**src/rtl/mmio_uart_pkg.sv**
```systemverilog
// mmio_uart_pkg: shared types and field positions for the memory-mapped UART
// transmitter. The config word comes from data-memory word 10; the status word
// is read back through word 11.
package mmio_uart_pkg;

  typedef enum logic [2:0] {
    IDLE   = 3'd0,
    START  = 3'd1,
    DATA   = 3'd2,
    STOP   = 3'd3,
    PARITY = 3'd4
  } state_t;

  // config word fields
  localparam int CFG_DATA_LSB   = 0;
  localparam int CFG_TOGGLE_BIT = 8;
  localparam int CFG_PARITY_BIT = 9;
  localparam int CFG_DIV_LSB    = 16;

  // status word fields
  localparam int STS_BUSY_BIT  = 0;
  localparam int STS_TX_BIT    = 1;
  localparam int STS_LAST_LSB  = 2;
  localparam int STS_COUNT_LSB = 16;

  // A zero divisor would make a bit zero clocks long; treat it as one clock.
  function automatic logic [15:0] eff_div(input logic [15:0] div_field);
    return (div_field == 16'd0) ? 16'd1 : div_field;
  endfunction

endpackage

```
**src/rtl/mmio_uart_tx_baud_counter.sv**
```systemverilog
// uart_baud_counter: reloadable down-counter that times one UART bit.
// Loading div-1 and counting to zero gives a bit period of div clocks;
// tick is high while the count sits at zero.
module uart_baud_counter #(
  parameter int WIDTH = 16
) (
  input  logic             clk,
  input  logic             reset,
  input  logic             load,
  input  logic [WIDTH-1:0] load_value,
  output logic             tick
);

  logic [WIDTH-1:0] count;

  // reload on request, otherwise count down and park at zero
  always_ff @(posedge clk) begin
    if (reset) begin
      count <= '0;
    end else if (load) begin
      count <= load_value;
    end else if (count != '0) begin
      count <= count - 1'b1;
    end
  end

  assign tick = (count == '0);

endmodule

```
**src/rtl/mmio_uart_tx.sv**
```systemverilog
// mmio_uart_tx: memory-mapped 8N1 UART transmitter, LSB first.
// A request is raised by flipping config[8]; data and divisor are latched at
// acceptance so later config writes never disturb a frame in flight.
// Optional build macro MMIO_UART_TX_PARITY_EN adds a parity bit between the
// data bits and the stop bit (config[9]: 0 even, 1 odd).
//
// state  | meaning
// IDLE   | line high, waiting for a toggle mismatch
// START  | start bit (0) for div clocks
// DATA   | data bit bit_idx for div clocks, bit_idx 0..7
// PARITY | parity bit for div clocks (parity build only)
// STOP   | stop bit (1) for div clocks, frame counted on exit
module mmio_uart_tx
  import mmio_uart_pkg::*;
#(
  parameter int DIV_WIDTH   = 16,
  parameter int COUNT_WIDTH = 16
) (
  input  logic        clk,
  input  logic        reset,
  input  logic [31:0] config_register,
  output logic [31:0] status_register,
  output logic        tx
);

  state_t                 state;
  logic                   busy;
  logic                   seen_toggle;
  logic [7:0]             last_byte;
  logic [7:0]             data_r;
  logic [DIV_WIDTH-1:0]   div_r;
  logic [2:0]             bit_idx;
  logic [COUNT_WIDTH-1:0] frame_count;
`ifdef MMIO_UART_TX_PARITY_EN
  logic                   parity_r;
`endif

  logic                 pending;
  logic                 tick;
  logic                 load;
  logic [DIV_WIDTH-1:0] cfg_div;
  logic [DIV_WIDTH-1:0] load_value;

  assign cfg_div = eff_div(config_register[CFG_DIV_LSB +: 16]);
  assign pending = (state == IDLE) &&
                   (config_register[CFG_TOGGLE_BIT] != seen_toggle);

  // Every state change reloads the bit timer; on acceptance the divisor comes
  // straight from config because div_r is only written on that same edge.
  assign load       = pending || ((state != IDLE) && tick);
  assign load_value = pending ? (cfg_div - 1'b1) : (div_r - 1'b1);

  uart_baud_counter #(
    .WIDTH(DIV_WIDTH)
  ) u_baud (
    .clk       (clk),
    .reset     (reset),
    .load      (load),
    .load_value(load_value),
    .tick      (tick)
  );

  // frame sequencer with registered line and status outputs
  always_ff @(posedge clk) begin
    if (reset) begin
      state       <= IDLE;
      tx          <= 1'b1;
      busy        <= 1'b0;
      seen_toggle <= 1'b0;
      last_byte   <= 8'h00;
      data_r      <= 8'h00;
      div_r       <= DIV_WIDTH'(1);
      bit_idx     <= 3'd0;
      frame_count <= '0;
`ifdef MMIO_UART_TX_PARITY_EN
      parity_r    <= 1'b0;
`endif
    end else begin
      case (state)
        IDLE: begin
          if (pending) begin
            state       <= START;
            tx          <= 1'b0;
            busy        <= 1'b1;
            seen_toggle <= config_register[CFG_TOGGLE_BIT];
            last_byte   <= config_register[CFG_DATA_LSB +: 8];
            data_r      <= config_register[CFG_DATA_LSB +: 8];
            div_r       <= cfg_div;
            bit_idx     <= 3'd0;
`ifdef MMIO_UART_TX_PARITY_EN
            parity_r    <= config_register[CFG_PARITY_BIT];
`endif
          end
        end
        START: begin
          if (tick) begin
            state   <= DATA;
            tx      <= data_r[0];
            bit_idx <= 3'd0;
          end
        end
        DATA: begin
          if (tick) begin
            if (bit_idx == 3'd7) begin
`ifdef MMIO_UART_TX_PARITY_EN
              state <= PARITY;
              tx    <= (^data_r) ^ parity_r;
`else
              state <= STOP;
              tx    <= 1'b1;
`endif
            end else begin
              bit_idx <= bit_idx + 3'd1;
              tx      <= data_r[bit_idx + 3'd1];
            end
          end
        end
`ifdef MMIO_UART_TX_PARITY_EN
        PARITY: begin
          if (tick) begin
            state <= STOP;
            tx    <= 1'b1;
          end
        end
`endif
        STOP: begin
          if (tick) begin
            state       <= IDLE;
            busy        <= 1'b0;
            frame_count <= frame_count + 1'b1;
          end
        end
        default: begin
          state <= IDLE;
          tx    <= 1'b1;
          busy  <= 1'b0;
        end
      endcase
    end
  end

  // status is assembled purely from registers
  always_comb begin
    status_register                       = 32'h0;
    status_register[STS_BUSY_BIT]         = busy;
    status_register[STS_TX_BIT]           = tx;
    status_register[STS_LAST_LSB +: 8]    = last_byte;
    status_register[STS_COUNT_LSB +: 16]  = 16'(frame_count);
  end

  // reserved config bits have no function in this block
`ifdef MMIO_UART_TX_PARITY_EN
  logic unused_cfg;
  assign unused_cfg = ^config_register[15:10];
`else
  logic unused_cfg;
  assign unused_cfg = ^config_register[15:9];
`endif

endmodule

```
**config.mk**
```make
export PLATFORM = sky130hd
export DESIGN_NAME = mmio_uart_tx
export DESIGN_NICKNAME = d
export VERILOG_FILES = /design/src/rtl/mmio_uart_pkg.sv /design/src/rtl/mmio_uart_tx_baud_counter.sv /design/src/rtl/mmio_uart_tx.sv
export SDC_FILE = /design/constraint.sdc
export NUM_CORES = 1
export LEC_CHECK = 0
export ABC_AREA = 1
export CORE_MARGIN = 4
export CORE_UTILIZATION = 43
export DETAILED_ROUTE_END_ITERATION = 6
export GPL_ROUTABILITY_DRIVEN = 0
export PLACE_DENSITY = 0.68
export SYNTH_ARGS = -nofsm -noshare
export SYNTH_HDL_FRONTEND = slang
export SYNTH_SLANG_ARGS = --single-unit
```
**constraint.sdc**
```tcl
create_clock -name clk -period 2.46 [get_ports clk]
set_input_delay 0.369 -clock clk [delete_from_list [all_inputs] [get_ports clk]]
set_output_delay 0.369 -clock clk [all_outputs]
set_load 0.05 [all_outputs]
```
## After elaboration in Yosys (flattened, before gate mapping)

Cells that the tools add are included.

- Add/subtract/negate cells: 5
- Reductions and logical operators: 17
- Mux-type cells: 24
- Bitwise operators: 2
- Order comparisons: 1
- Equal/unequal tests: 11

Operators with widths:

| operator | count |
|---|---|
| 16-bit two-way mux | 4 |
| 16-bit by 1-bit subtractor with 16-bit output, second input constant | 3 |
| 16-bit zero test | 2 |
| 3-bit two-way mux | 8 |
| 16-bit by 1-bit adder with 16-bit output, second input constant | 1 |
| 16-bit nonzero test | 1 |
| 2-bit inequality test, second input constant | 6 |
| 3-bit one-hot mux with 4 select lines | 1 |
| 5-bit AND reduction | 2 |
| 3-bit one-hot mux with 3 select lines | 1 |
| 1-bit two-way mux | 7 |
| 3-bit by 2-bit equality test with 1-bit output, second input constant | 2 |
| 3-bit nonzero test | 2 |
| 3-bit by 4-bit < comparator with 1-bit output, second input constant | 1 |
| 1-bit one-hot mux with 4 select lines | 1 |
| 2-bit AND reduction | 2 |
| 4-bit AND reduction | 1 |
| 3-bit by 1-bit adder with 3-bit output, second input constant | 1 |
| 1-bit binary-select mux with 3-bit select | 1 |
| 3-bit by 1-bit equality test with 1-bit output, second input constant | 1 |
| 3-bit equality test, second input constant | 1 |
| 3-bit zero test | 1 |
| 1-bit one-hot mux with 3 select lines | 1 |
| 3-bit AND reduction | 1 |
| 6 further kinds | 8 |

- Output and inout bits: 33
- Input bits: 34
- Register bits after elaboration: 65

## Longest topological paths before layout

Gate-level depths: netlist (run 1).

- Depth after elaboration: 6
- Depth in mapped cells: 17
- Depth with buffers taken out: 16

## By module

From an unflattened synthesis (run 1), not the netlist that was laid out.

- Cell total of the unflattened synthesis: 600
- Area, all modules: 3896.2 um^2

Modules (own cells, without submodules):

| module | times used | cells each | seq. area each (um^2) | area an instance (um^2) |
|---|---|---|---|---|
| mmio_uart_tx | 1 | 421 | 960.9 | 2781.4 |
| uart_baud_counter | 1 | 179 | 320.3 | 1114.8 |

## Worst setup path before layout (run 1)

Ideal clock, no wire load.

- Path kind: register to register
- Start: register state[0]
- End: register u_baud.count[10]
- Arrival time: 2.116 ns
- Stages on the path, launching flop included: 16
- Slack: 0.279 ns
- Clock period less this slack: 2.181 ns
- Setup time: 0.065 ns
- Path through: dfxtp_1 inv_1 ha_1 nand3_2 inv_1 or2_2 nand2_1 nand2_1 nand2_2 ha_1 nand3_2 nor2_2 nand2_1 o21bai_1 nand3_1 nor2_1

- Cells in the longest elaborated chain, start to end: 4

Ends and longest elaborated chain:

| element | line | text |
|---|---|---|
| start: declaration | mmio_uart_tx.sv:26 | `state_t state;` |
| start signal: assignment | mmio_uart_tx.sv:66 | `state <= IDLE;` |
| start signal: assignment | mmio_uart_tx.sv:82 | `state <= START;` |
| start signal: assignment | mmio_uart_tx.sv:97 | `state <= DATA;` |
| 3-bit zero test / 3-bit nonzero test (equally long branches) | mmio_uart_tx.sv:45, mmio_uart_tx.sv:50 |  |
| 1-bit logical AND (on tied branches) | mmio_uart_tx.sv:45, mmio_uart_tx.sv:50 |  |
| 16-bit two-way mux / 1-bit logical OR (equally long branches) | mmio_uart_tx.sv:51, mmio_uart_tx.sv:50 |  |
| 16-bit two-way mux / 2-bit nonzero test (equally long branches) | - |  |
| end signal: assignment | mmio_uart_tx_baud_counter.sv:21 | `count <= load_value;` |
| end signal: assignment | mmio_uart_tx_baud_counter.sv:23 | `count <= count - 1'b1;` |
| end: declaration | mmio_uart_tx_baud_counter.sv:14 | `logic [WIDTH-1:0] count;` |

Several ways; a longest one is shown, not always the timed one.
A chain may end at the register's enable or synchronous reset.

## Final worst setup path (run 1)

- Start: input port config_register[8]
- End: register u_baud.count[8]

- Cells in the longest elaborated chain, start to end: 4

Ends and longest elaborated chain:

| element | line | text |
|---|---|---|
| start: declaration | mmio_uart_tx.sv:21 | `input logic [31:0] config_register,` |
| 1-bit inequality test * | mmio_uart_tx.sv:46 | `(config_register[CFG_TOGGLE_BIT] != seen_toggle);` |
| 1-bit logical AND * | mmio_uart_tx.sv:45 | `assign pending = (state == IDLE) &&` |
| 16-bit two-way mux / 1-bit logical OR (equally long branches) | mmio_uart_tx.sv:51, mmio_uart_tx.sv:50 |  |
| 16-bit two-way mux / 2-bit nonzero test (equally long branches) | - |  |

Every way passes the cells marked *; elsewhere a longest branch is shown, timed or not.

==> metrics.txt, run 1 <==
outcome=complete, no violations; clock transition at the register clock pins on the worst setup and hold paths after CTS=80 ps; final hold violation count=0; Post-Syn Area=3590 µm²; worst voltage drop across the vdd grid=0.000463 V; core area=8180 µm²; clock latency on the worst-skew pair=350 ps; root buffer cell=clkbuf_8; # clock sinks=64; kind of start point of the critical path=primary input; worst path setup slack after routing=171 ps; starting DRC count in detailed routing=157; routed wire length per instance=12.2 µm; met3 WL=379 µm; Gate Count Post-Synth=529; number of buffer cells added on primary ports=53; first-pass GRT wire length=14.9 mm; cells taking the most area after synthesis=dfxtp_1, nand2_1, nor2_1; final-report setup violation count=0; detailed placement HPWL=6.59 mm; highest clock rate=437 MHz; top cell type's share of synthesized area=35.7%; part of the cycle the worst path needs=93.0%; vias per cell=4.85; fraction of power spent switching nets=46.2%; Area Overhead vs Synth=29.7%; synthesis-stage register bit count=64; diode count=0; Total GRT Usage=18.3%; cell taking the most area after synthesis=dfxtp_1; fraction of final layout cells with drive strength greater than 1=18.5%; synthesis warning total=0; post-cts hold buffer count=0; clock tree from TritonCTS=built; number of vias in the routed layout=3498; maximum number of pins on one net before global-route repair=38; Min-Delay Path Class=register to register; floorplan row count=33; maximum fanout count along the critical path=6; final-layout fill cell count=805; post-synthesis area per instance=6.78 µm²; antenna-violating nets left=0; pre-CTS setup slack=-229 ps; internal power=3.22 mW; Critical Path AT=2500 ps; placed instance area=4400 µm²; required time of the critical path=2680 ps; number of clock buffers inserted by TritonCTS=9; most frequent cells in the layout=nand2_1, nor2_1, dfxtp_1; most common library cell in the layout ignoring fill and taps=nand2_1; top layer reached by signal wires=met4; horizontal die dimension=99.3 µm; max-slew violation count=0; Die Footprint=9870 µm²; antenna violations before repair=0; Gate power share=60.2%; worst setup path class=primary input to register; sum of overflow across all layers after global routing=0; final setup skew=8.76 ps; vias in the first global route=3374; pin slew with the least headroom to its limit=504 ps; post-route DRC violation count=0; DRT met1 WL=4.18 mm; Max-slew headroom=66.3%; static leakage power=2.00 nW; Worst setup EP type=register; minimum clock period=2290 ps; areal power density over the cells=1290 nW/µm²; top-level port count=67; power dissipated by switching net loads=2.77 mW; Die Y-Extent=99.3 µm; met2 wire len=4.16 mm; total detailed-routing wirelength=8.83 mm; level count of the clock H-tree=3; post-route cell area=4650 µm²; clock network power share=16.8%; register share of total power=23.1%; sequential share of the synthesized area=35.7%; count of different cell masters after synthesis=33; Total Power=5.99 mW; number of nets in the layout=654; CTS max path bufs=2; count of max-cap constraint violations=0; First-pass DRT Iterations=4; starting density of the core=43.9%
[per-layer routing]
| layer | global-route usage, % | vias to the layer above |
|---|---|---|
| met4 | 6.72 | 0 |
| met3 | 2.88 | 10 |
| met1 | 23.8 | 1576 |
| met5 | 0 | - |
| met2 | 30.5 | 82 |
| li1 | - | 1830 |
[worst paths after layout]
| path | from | to | slack, ps | depth (start not counted) |
|---|---|---|---|---|
| setup / recovery | config_register[8] | u_baud.count[8] | 170 | 16 |
| hold / removal | data_r[4] | data_r[4] | 470 | 2 |
| setup reg to reg | state[0] | u_baud.count[8] | 180 | 16 |
| hold reg to reg | data_r[4] | data_r[4] | 470 | 2 |
[power groups by stage]
stage	combinational, mW	clock, mW	sequential, mW
CTS	3.50	1.02	1.38
finish	3.60	1.00	1.38
floorplan	2.33	0	1.52
global route	4.01	1.07	1.41
detailed placement	3.48	0	1.40
global placement	3.42	0	1.39
[synth_stat cells (all sizes together)]
master	number
inv	67
nor3	7
a211oi	2
conb	1
clkbuf	8
o21a	2
a21oi	40
o21bai	2
dfxtp	64
ha	9
or2	2
o21ai	36
a31oi	3
nand3	36
nand3b	3
nor3b	1
nand4	6
nor4	3
nand2	142
nor2	79
buf	15
xor2	1
[layout make-up]
cell class,instances,area [µm²],area share (%)
repair buffers,89,813,17.5
well taps,105,131,2.82
flip-flops and latches,64,1280,27.6
clock buffers,9,124,2.66
clock inverters,7,95.1,2.04
inverters,67,251,5.40
multi-input cells,380,1950,42.0
[cells by family (layout without fill, tap and decap cells)]
family	after synthesis	in the layout	synth area share, %
other cells	1	6	0.105
buf+inv	90	172	11.3
xor+xnor	1	1	0.244
flops	64	64	35.7
fa+ha+maj	9	9	3.14
simple gates	279	279	36.6
compound gates	85	85	12.9
[registers in the layout, indices dropped and copies added, names as in the netlist]
register      flops
busy              1
u_baud.count     16
state             2
data_r            8
seen_toggle       1
bit_idx           3
tx                1
div_r            16
frame_count      16
[per-stage QoR]
step                util (%)  setup TNS [ps]  hold slack (ps)  std cells
finish                  56.9               0              474        721
global route            56.9           -3.07              514        721
CTS                     56.4               0              479        721
detailed placement      53.8           -1560              467        705
global placement        53.8            -835              460        705
floorplan                  -               0              447        534
[critical path: stages]
cell and delay, ps:
clkdlybuf4s50_1 540, nand2_2 100, nand3_4 120, inv_1 60, or2_2 270, nand2_1 90
nand2_1 80, nand2_2 80, ha_2 200, nand3_4 120, inv_1 100, nand2_1 70
nor2_2 110, nand2_1 70, nand3_1 80, nor2_1 40
[timing repair]
action                                  in CTS  in global routing
resized for setup                            0                 10
buffers inserted                             0                  0
endpoints found under the setup margin       0                 10
endpoints found under the hold margin        0                  0
Power figures use the tool's default switching activity.
==> run 2: changes to the inputs <==
--- a/config.mk
+++ b/config.mk
@@ -6,11 +6,13 @@
 export NUM_CORES = 1
 export LEC_CHECK = 0
 export ABC_AREA = 1
+export ABC_CLOCK_PERIOD_IN_PS = 2460
 export CORE_MARGIN = 4
 export CORE_UTILIZATION = 43
 export DETAILED_ROUTE_END_ITERATION = 6
-export GPL_ROUTABILITY_DRIVEN = 0
+export GPL_ROUTABILITY_DRIVEN = 1
 export PLACE_DENSITY = 0.68
+export RECOVER_POWER = 100
 export SYNTH_ARGS = -nofsm -noshare
 export SYNTH_HDL_FRONTEND = slang
 export SYNTH_SLANG_ARGS = --single-unit
==> metrics.txt, run 2 (synthesis results as in run 1) <==
outcome=complete, no violations; Util after Layout=56.5%; antenna-violating nets left=0; RD Place Congestion=0.861; count of max-cap constraint violations=0; CTS max path bufs=2; vias in the first global route=3270; maximum number of pins on one net before global-route repair=38; detailed placement HPWL=6.50 mm; pre-CTS setup slack=-209 ps; horizontal die dimension=99.3 µm; global routing usage on met2=30.4%; clock network power share=15.0%; Critical Path AT=2460 ps; total placed cells including tap cells=703; sum of overflow across all layers after global routing=0; met3 global-route usage=3.72%; floorplan row count=33; routed wire length per instance=12.1 µm; clock tree from TritonCTS=built; required time of the critical path=2660 ps; Min-Delay Path Class=register to register; final-report setup violation count=0; final-layout fill cell count=819; Worst setup EP type=register; top-level port count=67; most common library cell in the layout ignoring fill and taps=nand2_1; register share of total power=23.6%; reg-to-reg critical path startpoint=state[0]; worst setup path class=primary input to register; Die Y-Extent=99.3 µm; internal power=3.12 mW; fraction of power spent switching nets=46.5%; kind of start point of the critical path=primary input; antenna violations before repair=0; Die Footprint=9870 µm²; global routing's busiest layer=met2; level count of the clock H-tree=3; starting DRC count in detailed routing=136; R2R setup slack=210 ps; hold path startpoint=div_r[10]; Area Overhead vs Synth=28.7%; GR met1 Demand/Resource=23.9%; hold path depth=2; number of clock buffers inserted by TritonCTS=9; power dissipated by switching net loads=2.71 mW; worst reg2reg endpoint=u_baud.count[8]; diode count=0; RSZ-0062 raised after global routing=false; maximum fanout count along the critical path=5; number of vias in the routed layout=3465; final hold violation count=0; placed instance area=4410 µm²; pin slew with the least headroom to its limit=521 ps; final setup skew=14.2 ps; setup total negative slack=0 ps; Max-slew headroom=65.2%; Hold Path End=div_r[10]; first-pass GRT wire length=14.9 mm; final instance count without filler cells=718; worst reg-to-reg path cell count=16; areal power density over the cells=1260 nW/µm²; number of post-CTS setup repair buffers=0; static leakage power=2.06 nW; Gate power share=61.4%; number of buffer cells added on primary ports=53; vias per cell=4.83; most frequent cells in the layout=nand2_1, nor2_1, dfxtp_1; # clock sinks=64; post-route DRC violation count=0; total detailed-routing wirelength=8.67 mm; root buffer cell=clkbuf_8; fraction of final layout cells with drive strength greater than 1=16.8%; clock transition at the register clock pins on the worst setup and hold paths after CTS=70 ps; clock latency on the worst-skew pair=330 ps; minimum clock period=2260 ps; Worst Hold Slack=470 ps; highest clock rate=443 MHz; core area=8180 µm²; part of the cycle the worst path needs=91.8%; post-route cell area=4620 µm²; registers with the most flip-flops=div_r (16), frame_count (16), u_baud.count (16); First-pass DRT Iterations=4; Total Power=5.83 mW; starting density of the core=43.9%; max-slew violation count=0; worst voltage drop across the vdd grid=0.000503 V; worst path setup slack after routing=202 ps; Total GRT Usage=18.3%; number of nets in the layout=652
## run 2: cell count changes in the layout (fill, tap and decap cells not counted), sizes merged
cell           delta
buf               -2
bufinv            -1
clkbuf            +3
clkdlybuf4s50    -28
clkinv            -2
dlygate4sd3      +28
inv               -1
## run 2: cell type report
class	count	area, µm²	share of cell area (%)
multi-input combinational	380	1940	42.0
clock inverter	3	42.5	0.921
timing repair buffer	87	823	17.8
tap	105	131	2.84
clock buffer	12	145	3.14
sequential	64	1280	27.8
inverter	67	251	5.45
## run 2: repair_timing
item,in CTS,in global routing
resized for setup,0,10
setup endpoints to repair,0,9
hold buffers,0,0
## run 2: worst max path at each step
stage | startpoint | end
2_1_floorplan | state[0] | u_baud.count[10]
3_3_place_gp | config_register[8] | u_baud.count[10]
3_5_place_dp | config_register[8] | u_baud.count[10]
4_1_cts | state[0] | u_baud.count[8]
5_1_grt | state[0] | u_baud.count[13]
6_report | config_register[8] | u_baud.count[8]
## run 2: power by group through the flow
stage | Combinational [mW] | Clock, mW | Sequential, mW
after floorplan | 2.33 | 0 | 1.52
after global placement | 3.47 | 0 | 1.39
after detailed placement | 3.52 | 0 | 1.40
after CTS | 3.54 | 0.894 | 1.38
after global routing | 4.00 | 0.934 | 1.40
final | 3.58 | 0.875 | 1.38
## run 2: layer usage
metal	up-vias	wire, µm
met5	-	0
li1	1839	-
met2	84	3980
met4	0	134
met3	13	439
met1	1529	4120
## run 2: critical path: stages
cell	delay, ps
clkdlybuf4s50_1	520
nand2_2	90
nand3_4	110
inv_1	60
or2_2	260
nand2_1	90
nand2_1	80
nand2_2	80
ha_2	210
nand3_4	120
inv_1	100
nand2_1	70
nor2_2	120
nand2_1	80
nand3_1	70
nor2_1	40
==> run 3: changes to the inputs <==
--- a/config.mk
+++ b/config.mk
@@ -13,6 +13,7 @@
 export GPL_ROUTABILITY_DRIVEN = 1
 export PLACE_DENSITY = 0.68
 export RECOVER_POWER = 100
+export SLEW_MARGIN = 20
 export SYNTH_ARGS = -nofsm -noshare
 export SYNTH_HDL_FRONTEND = slang
 export SYNTH_SLANG_ARGS = --single-unit
==> results of run 3 <==
The final DEF is identical to that of run 2; final timing and power are the same.
